### src/rtl/icache_responder_pkg.sv
// Shared types for the instruction cache: address split, FSM states and sizing.
package icache_types_pkg;

    localparam int unsigned ICACHE_SETS = 16;
    localparam int unsigned ICACHE_IDXW = $clog2(ICACHE_SETS);
    localparam int unsigned ICACHE_TAGW = 30 - ICACHE_IDXW;

    typedef logic [31:0] word_t;

    typedef struct packed {
        logic [ICACHE_TAGW-1:0] tag;
        logic [ICACHE_IDXW-1:0] idx;
        logic [1:0]             bytoff;
    } icachef_t;

    typedef enum logic {
        IDLE,
        FETCH
    } icache_state_t;

endpackage

### src/rtl/icache_responder_if.sv
// Fetch-side and memory-side signals of the instruction cache, plus its counters.
interface icache_responder_if;
    import icache_types_pkg::*;

    logic  imemREN;
    word_t imemaddr;
    logic  ihit;
    word_t imemload;
    logic  flush;
    logic  iREN;
    word_t iaddr;
    logic  iwait;
    word_t iload;
    word_t hit_count;
    word_t miss_count;

    modport slave (
        input  imemREN, imemaddr, flush, iwait, iload,
        output ihit, imemload, iREN, iaddr, hit_count, miss_count
    );

    modport master (
        output imemREN, imemaddr, flush, iwait, iload,
        input  ihit, imemload, iREN, iaddr, hit_count, miss_count
    );

endinterface

### src/rtl/icache_frame_array.sv
// Direct-mapped valid/tag/data storage: one combinational read port, one
// synchronous write port, and a synchronous clear-all that beats the write.
module icache_frame_array
    import icache_types_pkg::*;
#(
    parameter int unsigned SETS = ICACHE_SETS,
    parameter int unsigned TAGW = 30 - $clog2(SETS)
) (
    input  logic                    CLK,
    input  logic                    i_clr,
    input  logic [$clog2(SETS)-1:0] i_rd_idx,
    output logic                    o_rd_valid,
    output logic [TAGW-1:0]         o_rd_tag,
    output word_t                   o_rd_data,
    input  logic                    i_wr_en,
    input  logic [$clog2(SETS)-1:0] i_wr_idx,
    input  logic [TAGW-1:0]         i_wr_tag,
    input  word_t                   i_wr_data
);

    logic [SETS-1:0] r_valid;
    logic [TAGW-1:0] r_tag  [SETS];
    word_t           r_data [SETS];

    // A fill landing in the same cycle as a clear must leave its frame invalid.
    always_ff @(posedge CLK) begin
        if (i_clr) begin
            r_valid <= '0;
        end else if (i_wr_en) begin
            r_valid[i_wr_idx] <= 1'b1;
        end
    end

    always_ff @(posedge CLK) begin
        if (i_wr_en) begin
            r_tag[i_wr_idx]  <= i_wr_tag;
            r_data[i_wr_idx] <= i_wr_data;
        end
    end

    assign o_rd_valid = r_valid[i_rd_idx];
    assign o_rd_tag   = r_tag[i_rd_idx];
    assign o_rd_data  = r_data[i_rd_idx];

endmodule

### src/rtl/icache_responder.sv
// Direct-mapped instruction cache: same-cycle hits, single outstanding miss
// fetched from memory and filled before the fetch stage retries.
module icache_responder
    import icache_types_pkg::*;
#(
    parameter int unsigned SETS = ICACHE_SETS
) (
    input  logic              CLK,
    input  logic              RST,
    icache_responder_if.slave cif
);

    localparam int unsigned IDXW = $clog2(SETS);
    localparam int unsigned TAGW = 30 - IDXW;

    icache_state_t   r_state;
    icache_state_t   w_next;
    logic [29:0]     r_miss_word;
    word_t           r_hit_count;
    word_t           r_miss_count;

    logic [IDXW-1:0] w_idx;
    logic [TAGW-1:0] w_tag;
    logic [IDXW-1:0] w_fill_idx;
    logic [TAGW-1:0] w_fill_tag;
    logic            w_rd_valid;
    logic [TAGW-1:0] w_rd_tag;
    word_t           w_rd_data;
    logic            w_hit;
    logic            w_miss;
    logic            w_fill;

    assign w_tag      = cif.imemaddr[31:2+IDXW];
    assign w_idx      = cif.imemaddr[1+IDXW:2];
    assign w_fill_tag = r_miss_word[29:IDXW];
    assign w_fill_idx = r_miss_word[IDXW-1:0];

    icache_frame_array #(
        .SETS (SETS),
        .TAGW (TAGW)
    ) u_frames (
        .CLK        (CLK),
        .i_clr      (RST | cif.flush),
        .i_rd_idx   (w_idx),
        .o_rd_valid (w_rd_valid),
        .o_rd_tag   (w_rd_tag),
        .o_rd_data  (w_rd_data),
        .i_wr_en    (w_fill),
        .i_wr_idx   (w_fill_idx),
        .i_wr_tag   (w_fill_tag),
        .i_wr_data  (cif.iload)
    );

    always_ff @(posedge CLK) begin
        if (RST) begin
            r_state <= IDLE;
        end else begin
            r_state <= w_next;
        end
    end

    // All outputs are forced quiet while RST is held, even mid-fetch.
    always_comb begin
        w_next       = r_state;
        w_hit        = 1'b0;
        w_miss       = 1'b0;
        w_fill       = 1'b0;
        cif.ihit     = 1'b0;
        cif.imemload = '0;
        cif.iREN     = 1'b0;
        cif.iaddr    = '0;
        if (!RST) begin
            case (r_state)
                IDLE: begin
                    w_hit    = cif.imemREN & w_rd_valid & (w_rd_tag == w_tag);
                    w_miss   = cif.imemREN & ~w_hit & ~cif.flush;
                    cif.ihit = w_hit;
                    if (w_hit) begin
                        cif.imemload = w_rd_data;
                    end
                    if (w_miss) begin
                        w_next = FETCH;
                    end
                end
                FETCH: begin
                    cif.iREN  = 1'b1;
                    cif.iaddr = {r_miss_word, 2'b00};
                    if (!cif.iwait) begin
                        w_fill = 1'b1;
                        w_next = IDLE;
                    end
                end
                default: w_next = IDLE;
            endcase
        end
    end

    always_ff @(posedge CLK) begin
        if (RST) begin
            r_miss_word <= '0;
        end else if (w_miss) begin
            r_miss_word <= cif.imemaddr[31:2];
        end
    end

    always_ff @(posedge CLK) begin
        if (RST) begin
            r_hit_count  <= '0;
            r_miss_count <= '0;
        end else begin
            if (w_hit && (r_hit_count != '1)) begin
                r_hit_count <= r_hit_count + 32'd1;
            end
            if (w_miss && (r_miss_count != '1)) begin
                r_miss_count <= r_miss_count + 32'd1;
            end
        end
    end

    assign cif.hit_count  = r_hit_count;
    assign cif.miss_count = r_miss_count;

endmodule

### src/flat_wrapper.sv
// flat-port wrapper written by rule: the top's interface ports become plain ports
module icache_responder_flat import icache_types_pkg::*;
#(
    parameter int unsigned SETS = ICACHE_SETS
)
  (CLK, RST, cif_imemREN, cif_imemaddr, cif_flush, cif_iwait, cif_iload, cif_ihit, cif_imemload, cif_iREN, cif_iaddr, cif_hit_count, cif_miss_count);
  icache_responder_if cif_i ();
  input  logic CLK;
  input  logic RST;
  input wire logic [$bits(cif_i.imemREN)-1:0] cif_imemREN;
  input wire logic [$bits(cif_i.imemaddr)-1:0] cif_imemaddr;
  input wire logic [$bits(cif_i.flush)-1:0] cif_flush;
  input wire logic [$bits(cif_i.iwait)-1:0] cif_iwait;
  input wire logic [$bits(cif_i.iload)-1:0] cif_iload;
  output wire logic [$bits(cif_i.ihit)-1:0] cif_ihit;
  output wire logic [$bits(cif_i.imemload)-1:0] cif_imemload;
  output wire logic [$bits(cif_i.iREN)-1:0] cif_iREN;
  output wire logic [$bits(cif_i.iaddr)-1:0] cif_iaddr;
  output wire logic [$bits(cif_i.hit_count)-1:0] cif_hit_count;
  output wire logic [$bits(cif_i.miss_count)-1:0] cif_miss_count;
  assign cif_i.imemREN = cif_imemREN;
  assign cif_i.imemaddr = cif_imemaddr;
  assign cif_i.flush = cif_flush;
  assign cif_i.iwait = cif_iwait;
  assign cif_i.iload = cif_iload;
  assign cif_ihit = cif_i.ihit;
  assign cif_imemload = cif_i.imemload;
  assign cif_iREN = cif_i.iREN;
  assign cif_iaddr = cif_i.iaddr;
  assign cif_hit_count = cif_i.hit_count;
  assign cif_miss_count = cif_i.miss_count;
  icache_responder #(.SETS(SETS)) u_core (.CLK(CLK), .RST(RST), .cif(cif_i));
endmodule
### config.mk
export PLATFORM = sky130hd
export DESIGN_NAME = icache_responder_flat
export DESIGN_NICKNAME = d
export VERILOG_FILES = /design/src/rtl/icache_responder_pkg.sv /design/src/rtl/icache_responder_if.sv /design/src/rtl/icache_frame_array.sv /design/src/rtl/icache_responder.sv /design/src/flat_wrapper.sv
export SDC_FILE = /design/constraint.sdc
export NUM_CORES = 1
export LEC_CHECK = 0
export BUFFER_PORTS_ARGS = -buffer_cell sky130_fd_sc_hd__buf_2
export CELL_PAD_IN_SITES_DETAIL_PLACEMENT = 1
export CELL_PAD_IN_SITES_GLOBAL_PLACEMENT = 1
export CORE_MARGIN = 2
export CORE_UTILIZATION = 50
export CTS_BUF_LIST = sky130_fd_sc_hd__clkbuf_4 sky130_fd_sc_hd__clkbuf_8
export DETAILED_ROUTE_END_ITERATION = 7
export PLACE_DENSITY = 0.76
export SLEW_MARGIN = 20
export SYNTH_ARGS = -nofsm -noshare
export SYNTH_HDL_FRONTEND = slang
export SYNTH_HIERARCHICAL = 1
export SYNTH_SLANG_ARGS = --single-unit
### constraint.sdc
create_clock -name CLK -period 6.14 [get_ports CLK]
set_input_delay 0.921 -clock CLK [delete_from_list [all_inputs] [get_ports CLK]]
set_output_delay 0.921 -clock CLK [all_outputs]
set_load 0.02 [all_outputs]
=== After elaboration in Yosys (flattened, before gate mapping) ===
Memories as Yosys holds them, arrays and structs flattened.
Cells that the tools add are included.

* Register bits: 111
* Bits in writable memories: 928
* Word-level logic and storage cells: 50
* Memories kept: 2

{| class="wikitable"
|+ Memories
! memory !! words !! width !! rd ports !! clocked after memory_dff !! write ports !! line !! text
|-
| u_core.u_frames.r_data || 16 || 32 || 1 || 0 || 1 || icache_frame_array.sv:23 || <nowiki>word_t r_data [SETS];</nowiki>
|-
| u_core.u_frames.r_tag || 16 || 26 || 1 || 0 || 1 || icache_frame_array.sv:22 || <nowiki>logic [TAGW-1:0] r_tag [SETS];</nowiki>
|}

* Add/subtract/negate cells: 2
* Magnitude comparators: 3
* Eq/ne operators: 3
* Muxes and demuxes: 23
* Bitwise gates (word level): 9
* Reductions and logical operators: 3

{| class="wikitable"
|+ Operator list
! kind !! number
|-
| 2-to-1 mux 32 bit || 5
|-
| adder 32 x 1 -> 32 bit (second input constant) || 2
|-
| inequality test 32 bit (second input constant) || 2
|-
| equality test 26 bit || 1
|-
| OR 16 bit || 1
|-
| 2-to-1 mux 1 bit || 15
|-
| < comparator 4 x 5 -> 1 bit (second input constant) || 2
|-
| bitwise AND 1 bit || 4
|-
| binary-select mux 1 bit (select 4 bit) || 1
|-
| demux 1 bit (select 4 bit) || 1
|-
| >= comparator 4 x 1 -> 1 bit (second input constant) || 1
|-
| logical AND 1 bit || 3
|-
| NOT 1 bit || 3
|-
| case mux 1 bit (2 select lines) || 1
|-
| OR 1 bit || 1
|}

=== Longest topological paths before layout ===
Gate-level depths: netlist of the first run.

* Word-level depth: 10
* Gate-level depth with buffers: 14

=== Modules after synthesis ===
The synthesis of the first run kept the hierarchy.

{| class="wikitable"
|+ By module, submodules not included
! module !! times used !! cells an instance !! area each (µm²)
|-
| icache_frame_array || 1 || 1506 || 35323.9
|-
| icache_responder || 1 || 640 || 5429.0
|}

=== Least setup slack after synthesis of the first run ===
No wires, ideal clock.

* Path type: input-to-reg
* From: input port RST
* To: memory u_core/u_frames/r_data[0][0] in the netlist's numbering, enable pin
* Library setup time: 0.545 ns
* Data arrival time: 5.926 ns
* Required time: 5.595 ns
* Slack: -0.331 ns
* Stages: 4
* Buffers on the path: 0
* Path through: nor2b_1 > nor2b_1 > or3b_2 > nor3_1

* Cells in the longest elaborated chain, start to end: 3

{| class="wikitable"
|+ Ends and longest elaborated chain
! what !! line !! text
|-
| from (decl) || flat_wrapper.sv:9 || <nowiki>input logic RST;</nowiki>
|-
| 2-to-1 mux 1 bit || icache_responder.sv:72 || <nowiki>if (!RST) begin</nowiki>
|-
| net u_core.w_fill || icache_responder.sv:31 || <nowiki>logic w_fill;</nowiki>
|-
| 2-to-1 mux 1 bit || icache_frame_array.sv:35 || <nowiki>if (i_wr_en) begin</nowiki>
|-
| 2-to-1 mux 1 bit (implied by the code) || icache_frame_array.sv:37 || <nowiki>r_data[i_wr_idx] <= i_wr_data;</nowiki>
|-
| to (decl) || icache_frame_array.sv:23 ||
|}

The timed path passes the listed nets, and every way through them passes these cells.

=== Final worst setup path of the first run ===
* From: input port cif_imemaddr[2]
* To: output port cif_ihit

{| class="wikitable"
|+ RTL lines
! what !! line !! text
|-
| from (decl) || flat_wrapper.sv:11 || <nowiki>input wire logic [$bits(cif_i.imemaddr)-1:0] cif_imemaddr;</nowiki>
|-
| memory (16 x 26 bit) || n/a ||
|-
| net u_core.w_rd_tag[17] || icache_responder.sv:27 || <nowiki>logic [TAGW-1:0] w_rd_tag;</nowiki>
|-
| equality test 26 bit || icache_responder.sv:75 || <nowiki>w_hit = cif.imemREN & w_rd_valid & (w_rd_tag == w_tag);</nowiki>
|-
| bitwise AND 1 bit || icache_responder.sv:75 ||
|-
| 2-to-1 mux 1 bit || icache_responder.sv:73 || <nowiki>case (r_state)</nowiki>
|-
| 2-to-1 mux 1 bit || icache_responder.sv:72 ||
|-
| to (decl) || flat_wrapper.sv:15 || <nowiki>output wire logic [$bits(cif_i.ihit)-1:0] cif_ihit;</nowiki>
|}

The timed path passes the listed nets, and every way through them passes these cells. The select of a mux whose other input is x is not followed.

==> results.md, run 1 <==
* Distinct cells, synth at 70
* Filler Cell Count at approximately 7200
* Critical path startpoint: cif_imemaddr[2]
* Rel. slew slack at a little over a quarter
* Core box area at around 81000 µm²
* Number of cells in the finished layout apart from fillers at around 3700
* Post-CTS setup-driven buffer insertion count at 0
* Startpoint of the worst-slack reg-to-reg timing path: u_core/r_state$_SDFF_PP0_
* H-tree levels at 4
* Dominant register cell in the synthesized netlist: sky130_fd_sc_hd__edfxtp_1
* Number of slew-limit violations in the final report at 0
* Slew at the pin with the worst max-slew slack at 1.10 ns
* Vias after detailed routing at between 20000 and 25000
* Total routing resource utilization after global routing at between 20% and 30%
* Unrepaired setup endpoints after global routing: no
* Via-to-Cell Ratio at 6.27
* Resize count post-CTS at 0
* Setup TNS at 0 ns
* Final Routed Wirelength at around 110000 µm
* Total clock buffers created by CTS at 165
* CP required at 5.22 ns
* Max Root-Sink Buffers at 3
* Netlist Area Pre-Place at between 40000 and 50000 µm²
* Number of antenna violations at the first check in global routing at 9
* Power density of the placed cells at a little over 300 nW/µm²
* Worst clock skew at roughly 0.045 ns
* Die width at between 200 and 300 µm
* Synthesis Warnings at 6
* Termination of the worst setup path: cif_ihit
* Port bufs at between 150 and 200
* Lkg Pwr at roughly 15 nW
* Endpoint arrival time on the critical path at roughly 4.5 ns
* Total Die Area at between 80000 and 90000 µm²
* CTS sink count at 1039
* Number of failing setup endpoints in the final timing report at 0
* Share of cells above drive strength 1 at 32.4%
* Fmax achieved at approximately 0.19 GHz
* Top cells by area in the synthesized netlist: sky130_fd_sc_hd__edfxtp_1 68%, sky130_fd_sc_hd__mux4_2 13%, sky130_fd_sc_hd__dfxtp_1 5.5%
* Area delta synth->final at 14.6%
* Syn Inst Count at 2146
* Sequential share of the synthesized area at roughly three quarters
* Run status: finished, final reports clean
* GRT Residual Overflow at 0
* Rows at 104
* Antenna Nets Post-Route at 0
* Length of the first detailed-routing pass in iterations at 7
* Maximum number of pins on one net before global-route repair at a little over 60
* Initial Utilization at between 50% and 60%
* Root Driver: sky130_fd_sc_hd__clkbuf_8
* Endpoint kind of the worst setup timing path: output port
* Number of cells on the worst reg-to-reg path at 6
* Via count of the first global-routing pass at 24200
* Maximum capacitance violations at 0
* Avg Inst Size Synth at ~19 µm²
* Fin crit share at between 80% and 90%
* Clock tree from TritonCTS: yes
* Die extent in y at a little under 300 µm
* Fraction of registers with async set or reset after synthesis at 0%
* EDFF count, synth at slightly above 900
* Type of the worst min-delay path: in -> reg
* 1st-iter DRT viols at ~2100
* FF-to-FF setup slack at about 2.2 ns
* Util after Layout at 58.0%
* Share of Yosys cell area claimed by the top area cell type at 68.4%
* Final critical path time including I/O delays and setup at 5.40 ns
* Hold_ws at around 0.36 ns
* First-pass GRT wire length at approximately 160000 µm
* I/O Pins at about 200
* Cell taking the most area after synthesis: sky130_fd_sc_hd__edfxtp_1
* Critical path startpoint category: input pin
* FF-to-FF End: u_core/u_frames/r_data[12][10]$_DFFE_PP_
* Clock network latency to the later pin of the worst-skew pair at 0.83 ns
* HPWL Detailed at about 62000 µm
* DRC violations left at 0
* Wire length per cell after detailed routing at roughly 29 µm
* Count of hold buffers inserted by post-cts repair at 0
* Category of the critical setup timing path: in -> out
* Critical-path maximum fanout at 40
* Gp weighted congestion at ~0.79
* Final number of hold-violating endpoints at 0
* Post-Place Cells at approximately 3300
* Number of synthesized register bits at just over 1000
* VDD IR-drop max at 189 µV
* Layout Nets at 2525
* Clock slew at the register clock pins of the worst setup and hold paths at about 0.060 ns
==> cells by family (layout without fill, tap and decap cells) <==
| group | after synthesis | in the layout | share of synthesized area (%) |
|---|---|---|---|
| mux | 276 | 276 | 14.0 |
| fa+ha+maj | 2 | 2 | 0.0614 |
| buf+inv | 137 | 582 | 1.61 |
| flops | 1039 | 1039 | 73.8 |
| simple gates | 426 | 426 | 5.79 |
| xor+xnor | 30 | 30 | 0.645 |
| compound gates | 235 | 235 | 4.00 |
| other cells | 1 | 7 | 0.00920 |
==> placed cells by master, fill, tap and decap left out, types with 32 or more instances in the layout <==
master and n:
sky130_fd_sc_hd__clkbuf_4 68, sky130_fd_sc_hd__and2_1 33, sky130_fd_sc_hd__mux2i_1 32, sky130_fd_sc_hd__edfxtp_1 928, sky130_fd_sc_hd__buf_2 191, sky130_fd_sc_hd__a22oi_1 118
sky130_fd_sc_hd__mux4_2 236, sky130_fd_sc_hd__a21oi_1 47, sky130_fd_sc_hd__clkbuf_8 183, sky130_fd_sc_hd__nand2_1 99, sky130_fd_sc_hd__buf_4 57, sky130_fd_sc_hd__nor2_1 77
sky130_fd_sc_hd__dfxtp_1 111, sky130_fd_sc_hd__and3_1 40
==> flip-flops by register name (all words and copies together), names as in the netlist <==
name / count
u_core/cif.hit_count: 32
u_core/cif.miss_count: 32
u_core/r_miss_word: 30
u_core/r_state: 1
u_core/u_frames/r_data: 512
u_core/u_frames/r_tag: 416
u_core/u_frames/r_valid: 16
==> final cells by class <==
cell class / instances / area [µm²] / area share [%]
antenna: 5 / 12.5 / 0.0268
inverter: 14 / 52.6 / 0.113
timing repair buffer: 263 / 1690 / 3.62
sequential: 1039 / 30100 / 64.5
clock buffer: 251 / 3030 / 6.49
multi-input combinational: 971 / 10200 / 21.8
clock inverter: 54 / 309 / 0.662
tap: 1060 / 1330 / 2.84
==> how the worst min path moves through the flow <==
stage	startpoint	cells after the start	end	slack, ns
2_1_floorplan	u_core/u_frames/r_valid[2]$_SDFFE_PP0P_	2	u_core/u_frames/r_valid[2]$_SDFFE_PP0P_	0.43
3_3_place_gp	u_core/u_frames/r_valid[14]$_SDFFE_PP0P_	2	u_core/u_frames/r_valid[14]$_SDFFE_PP0P_	0.44
3_5_place_dp	u_core/u_frames/r_valid[15]$_SDFFE_PP0P_	2	u_core/u_frames/r_valid[15]$_SDFFE_PP0P_	0.46
4_1_cts	cif_iwait	3	u_core/r_state$_SDFF_PP0_	0.30
5_1_grt	cif_iwait	3	u_core/r_state$_SDFF_PP0_	0.34
6_report	cif_iwait	3	u_core/r_state$_SDFF_PP0_	0.36
==> per-stage QoR <==
stage	instance area (µm²)	total power [mW]	setup WS, ns
after floorplan	40800	8.21	0.000166
after global placement	43300	8.43	0.844
after global routing	46700	14.6	0.511
after detailed placement	43300	8.45	0.731
final	46700	14.2	0.738
after CTS	46700	14.3	0.716
==> routing by layer <==
| layer | vias up | part of all wire, % | global-route usage (%) |
|---|---|---|---|
| met3 | 213 | 7.3 | 4.87 |
| met1 | 12200 | 41 | 35.5 |
| met2 | 1025 | 49 | 42.5 |
| met5 | - | 0.063 | 0 |
| met4 | 10 | 2.8 | 9.47 |
| li1 | 9479 | - | - |
==> cell usage after synthesis, types with 6 or more instances <==
cell type / instances
sky130_fd_sc_hd__a21oi_1: 47
sky130_fd_sc_hd__a22oi_1: 118
sky130_fd_sc_hd__and2_1: 34
sky130_fd_sc_hd__and3_1: 40
sky130_fd_sc_hd__buf_2: 35
sky130_fd_sc_hd__buf_4: 7
sky130_fd_sc_hd__buf_6: 9
sky130_fd_sc_hd__clkbuf_1: 65
sky130_fd_sc_hd__dfxtp_1: 111
sky130_fd_sc_hd__edfxtp_1: 928
sky130_fd_sc_hd__inv_1: 14
sky130_fd_sc_hd__mux2_2: 8
sky130_fd_sc_hd__mux2i_1: 32
sky130_fd_sc_hd__mux4_2: 236
sky130_fd_sc_hd__nand2_1: 99
sky130_fd_sc_hd__nand3_1: 27
sky130_fd_sc_hd__nand4_1: 22
sky130_fd_sc_hd__nor2_1: 90
sky130_fd_sc_hd__nor2b_1: 11
sky130_fd_sc_hd__nor3_1: 9
sky130_fd_sc_hd__nor4_1: 12
sky130_fd_sc_hd__o21ai_0: 22
sky130_fd_sc_hd__o311ai_0: 6
sky130_fd_sc_hd__o31ai_1: 14
sky130_fd_sc_hd__o41ai_1: 6
sky130_fd_sc_hd__or3_1: 17
sky130_fd_sc_hd__or4_1: 18
sky130_fd_sc_hd__xnor2_1: 9
sky130_fd_sc_hd__xor2_1: 21
==> power breakdown <==
part / leakage, nW / internal [mW] / switching [mW]
clock: 1.80 / 3.17 / 2.74
sequential: 8.77 / 7.69 / 0.0338
combinational: 4.61 / 0.226 / 0.357
==> critical path, cell delays in order <==
cell                      delay, ns
sky130_fd_sc_hd__buf_8         0.31
sky130_fd_sc_hd__buf_12        0.37
sky130_fd_sc_hd__mux4_2        0.55
sky130_fd_sc_hd__a22oi_1       0.25
sky130_fd_sc_hd__nand2_1       0.11
sky130_fd_sc_hd__xor2_1        0.18
sky130_fd_sc_hd__nor4_2        0.35
sky130_fd_sc_hd__and4_4        0.75
sky130_fd_sc_hd__nand2_2       0.17
sky130_fd_sc_hd__inv_1         0.17
sky130_fd_sc_hd__buf_2         0.19
No activity file was read; power rests on OpenSTA's default activity.
==> run 2, diff against run 1 <==
--- a/config.mk
+++ b/config.mk
@@ -13,6 +13,7 @@
 export CTS_BUF_LIST = sky130_fd_sc_hd__clkbuf_4 sky130_fd_sc_hd__clkbuf_8
 export DETAILED_ROUTE_END_ITERATION = 7
 export PLACE_DENSITY = 0.76
+export REMOVE_ABC_BUFFERS = 1
 export SLEW_MARGIN = 20
 export SYNTH_ARGS = -nofsm -noshare
 export SYNTH_HDL_FRONTEND = slang
==> results.md, run 2 (same netlist as run 1, synthesis figures left out) <==
* Total area of multi-input combinational cells at 10200 µm² (-0.11%)
* Lkg Pwr at 15.1 nW (-0.50%)
* Max FFs per register at 512 (unchanged)
* Met3 Use GR at 5.09% (+0.23 points)
* Final Routed Wirelength at 106000 µm (-1.0%)
* Maximum capacitance violations at 0 (unchanged)
* Number of failing setup endpoints in the final timing report at 0 (unchanged)
* Registers with the most flip-flops: u_core/u_frames/r_data x512, u_core/u_frames/r_tag x416
* CTS sink count at 1039 (unchanged)
* Type of the worst min-delay path: in -> reg
* Post-placement setup slack at 0.675 ns (-0.0551 ns)
* Slew at the pin with the worst max-slew slack at 0.911 ns (-0.186 ns)
* GRT Residual Overflow at 0 (unchanged)
* Unrepaired setup endpoints after global routing: no
* Core box area at 80500 µm² (unchanged)
* Area of all sequential standard cells at 30100 µm² (unchanged)
* Endpoint kind of the worst setup timing path: output port
* Filler Cell Count at 7110 (-0.68%)
* First-pass GRT wire length at 156000 µm (-1.7%)
* Post-CTS setup-driven buffer insertion count at 0 (unchanged)
* DRC violations left at 0 (unchanged)
* Critical path startpoint category: input pin
* Number of antenna violations at the first check in global routing at 11 (+2)
* Number of slew-limit violations in the final report at 0 (unchanged)
* Met1 global-route usage at 35.2% (-0.29 points)
* Leading cell type in the layout, fill and taps excluded: sky130_fd_sc_hd__edfxtp_1
* Post-layout worst setup margin at 0.663 ns (-0.0751 ns)
* Total routing resource utilization after global routing at 25.7% (-0.40 points)
* Hold_ws at 0.355 ns (-0.000890 ns)
* Most frequent cells in the layout: 928 x sky130_fd_sc_hd__edfxtp_1, 236 x sky130_fd_sc_hd__mux4_2, 191 x sky130_fd_sc_hd__buf_2, 172 x sky130_fd_sc_hd__clkbuf_8, 118 x sky130_fd_sc_hd__a22oi_1
* Reg with most FFs: u_core/u_frames/r_data
* Power density of the placed cells at 305 nW/µm² (about the same)
* VDD IR-drop max at 231 µV (+23%)
* Clock slew at the register clock pins of the worst setup and hold paths at 0.06 ns (about the same)
* Hold depth at 3 (unchanged)
* Total clock buffers created by CTS at 167 (+1.2%)
* CP required at 5.22 ns (about the same)
* Via count of the first global-routing pass at 24000 (-1.0%)
* Startpoint of the worst-slack reg-to-reg timing path: u_core/u_frames/r_tag[0][0]$_DFFE_PP_
* Clock tree from TritonCTS: yes
* Vias after detailed routing at 22700 (-0.89%)
* Rows at 104 (unchanged)
* Resize count post-CTS at 0 (unchanged)
* Fin crit share at 89.2% (+1.2 points)
* Via-to-Cell Ratio at 6.24 (-0.38%)
* Max Root-Sink Buffers at 3 (unchanged)
* Area delta synth->final at 14.4%
* Count of hold buffers inserted by post-cts repair at 0 (unchanged)
* HPWL Detailed at 60100 µm (-2.9%)
* Critical-path maximum fanout at 41 (+2.5%)
* Rel. slew slack at 39.3% (+13 points)
* Clock network latency to the later pin of the worst-skew pair at 0.85 ns (+0.02 ns)
* Fmax achieved at 0.183 GHz (-1.4%)
* Peak-usage layer in the global routing report: met2
* Maximum number of pins on one net before global-route repair at 69 (+11%)
* Antenna Nets Post-Route at 0 (unchanged)
* Endpoint arrival time on the critical path at 4.56 ns (+0.08 ns)
* Wire length per cell after detailed routing at 29.3 µm (-0.52%)
* Worst Hold Endpoint: u_core/r_miss_word[8]$_SDFFE_PP0P_
* Number of cells on the worst reg-to-reg path at 10 (+4)
* Final number of hold-violating endpoints at 0 (unchanged)
* I/O Pins at 199 (unchanged)
* Initial Utilization at 50.6% (unchanged)
* Final critical path time including I/O delays and setup at 5.48 ns (+0.0751 ns)
* Root Driver: sky130_fd_sc_hd__clkbuf_8
* Start point of the worst hold path: cif_imemaddr[10]
* H-tree levels at 4 (unchanged)
* Category of the critical setup timing path: in -> out
* Port bufs at 194 (unchanged)
* Worst clock skew at 0.0580 ns (+0.0128 ns)
* Share of cells above drive strength 1 at 31.4% (-1.0 points)
* Gp weighted congestion at 0.772 (-1.9%)
* 1st-iter DRT viols at 2064 (-2.1%)
* FF-to-FF setup slack at 2.16 ns (-0.02 ns)
* Length of the first detailed-routing pass in iterations at 5 (-2)
* Total Die Area at 83800 µm² (unchanged)
* Die width at 289 µm (unchanged)
* Met2 usage in global routing at 41.6% (-0.87 points)
* Layout Nets at 2521 (-0.16%)
* FF-to-FF End: u_core/cif.hit_count[11]$_SDFFE_PP0P_
* Die extent in y at 289 µm (unchanged)
* Run status: finished, final reports clean
-- run 2: layer usage --
| metal | vias to the layer above | share of wire [%] |
|---|---|---|
| met3 | 208 | 7.1 |
| li1 | 9454 | - |
| met4 | 12 | 2.7 |
| met5 | - | 0.065 |
| met2 | 1018 | 50 |
| met1 | 12000 | 41 |
-- run 2: critical path: stages --
cell and delay (ns):
sky130_fd_sc_hd__buf_8 0.41, sky130_fd_sc_hd__buf_4 0.40, sky130_fd_sc_hd__mux4_2 0.55, sky130_fd_sc_hd__a22oi_1 0.22, sky130_fd_sc_hd__nand2_1 0.09, sky130_fd_sc_hd__xor2_1 0.22, sky130_fd_sc_hd__nor4_2 0.43, sky130_fd_sc_hd__and4_2 0.52
sky130_fd_sc_hd__buf_12 0.23, sky130_fd_sc_hd__and3_1 0.22, sky130_fd_sc_hd__buf_2 0.17
-- run 2: power breakdown --
group / switching, mW / internal [mW] / leakage [nW]
registers: 0.0333 / 7.69 / 8.77
clock network: 2.77 / 3.14 / 1.74
logic: 0.346 / 0.223 / 4.60
-- run 2: area by class of cell --
class,count,area share (%)
sequential,1039,64.5
timing repair buffer,257,3.62
tap,1060,2.84
multi-input combinational,971,21.8
clock inverter,66,1.09
clock buffer,228,5.98
antenna,3,0.0161
inverter,14,0.113
-- run 2: worst max-delay path by stage --
stage,from,to,cells after the start
after floorplan,RST,u_core/u_frames/r_data[0][0]$_DFFE_PP_,4
after global placement,cif_imemaddr[2],cif_imemload[24],11
after detailed placement,cif_imemaddr[2],cif_imemload[21],11
after CTS,cif_imemaddr[2],cif_imemload[21],11
after global routing,cif_imemaddr[2],cif_imemload[13],11
final,cif_imemaddr[2],cif_imemload[21],11
-- run 2: through the flow --
| step | util [%] | setup TNS (ns) | power, mW | std cells | cell area (µm²) |
|---|---|---|---|---|---|
| 2_1_floorplan | - | -211.81 | 8.14 | 2024 | 40200 |
| 5_1_grt | 57.9 | 0 | 14.6 | 3637 | 46600 |
| 6_report | 57.9 | 0 | 14.2 | 3638 | 46600 |
| 3_3_place_gp | 53.7 | 0 | 8.42 | 3337 | 43200 |
| 4_1_cts | 57.9 | 0 | 14.3 | 3635 | 46600 |
| 3_5_place_dp | 53.8 | 0 | 8.44 | 3341 | 43300 |
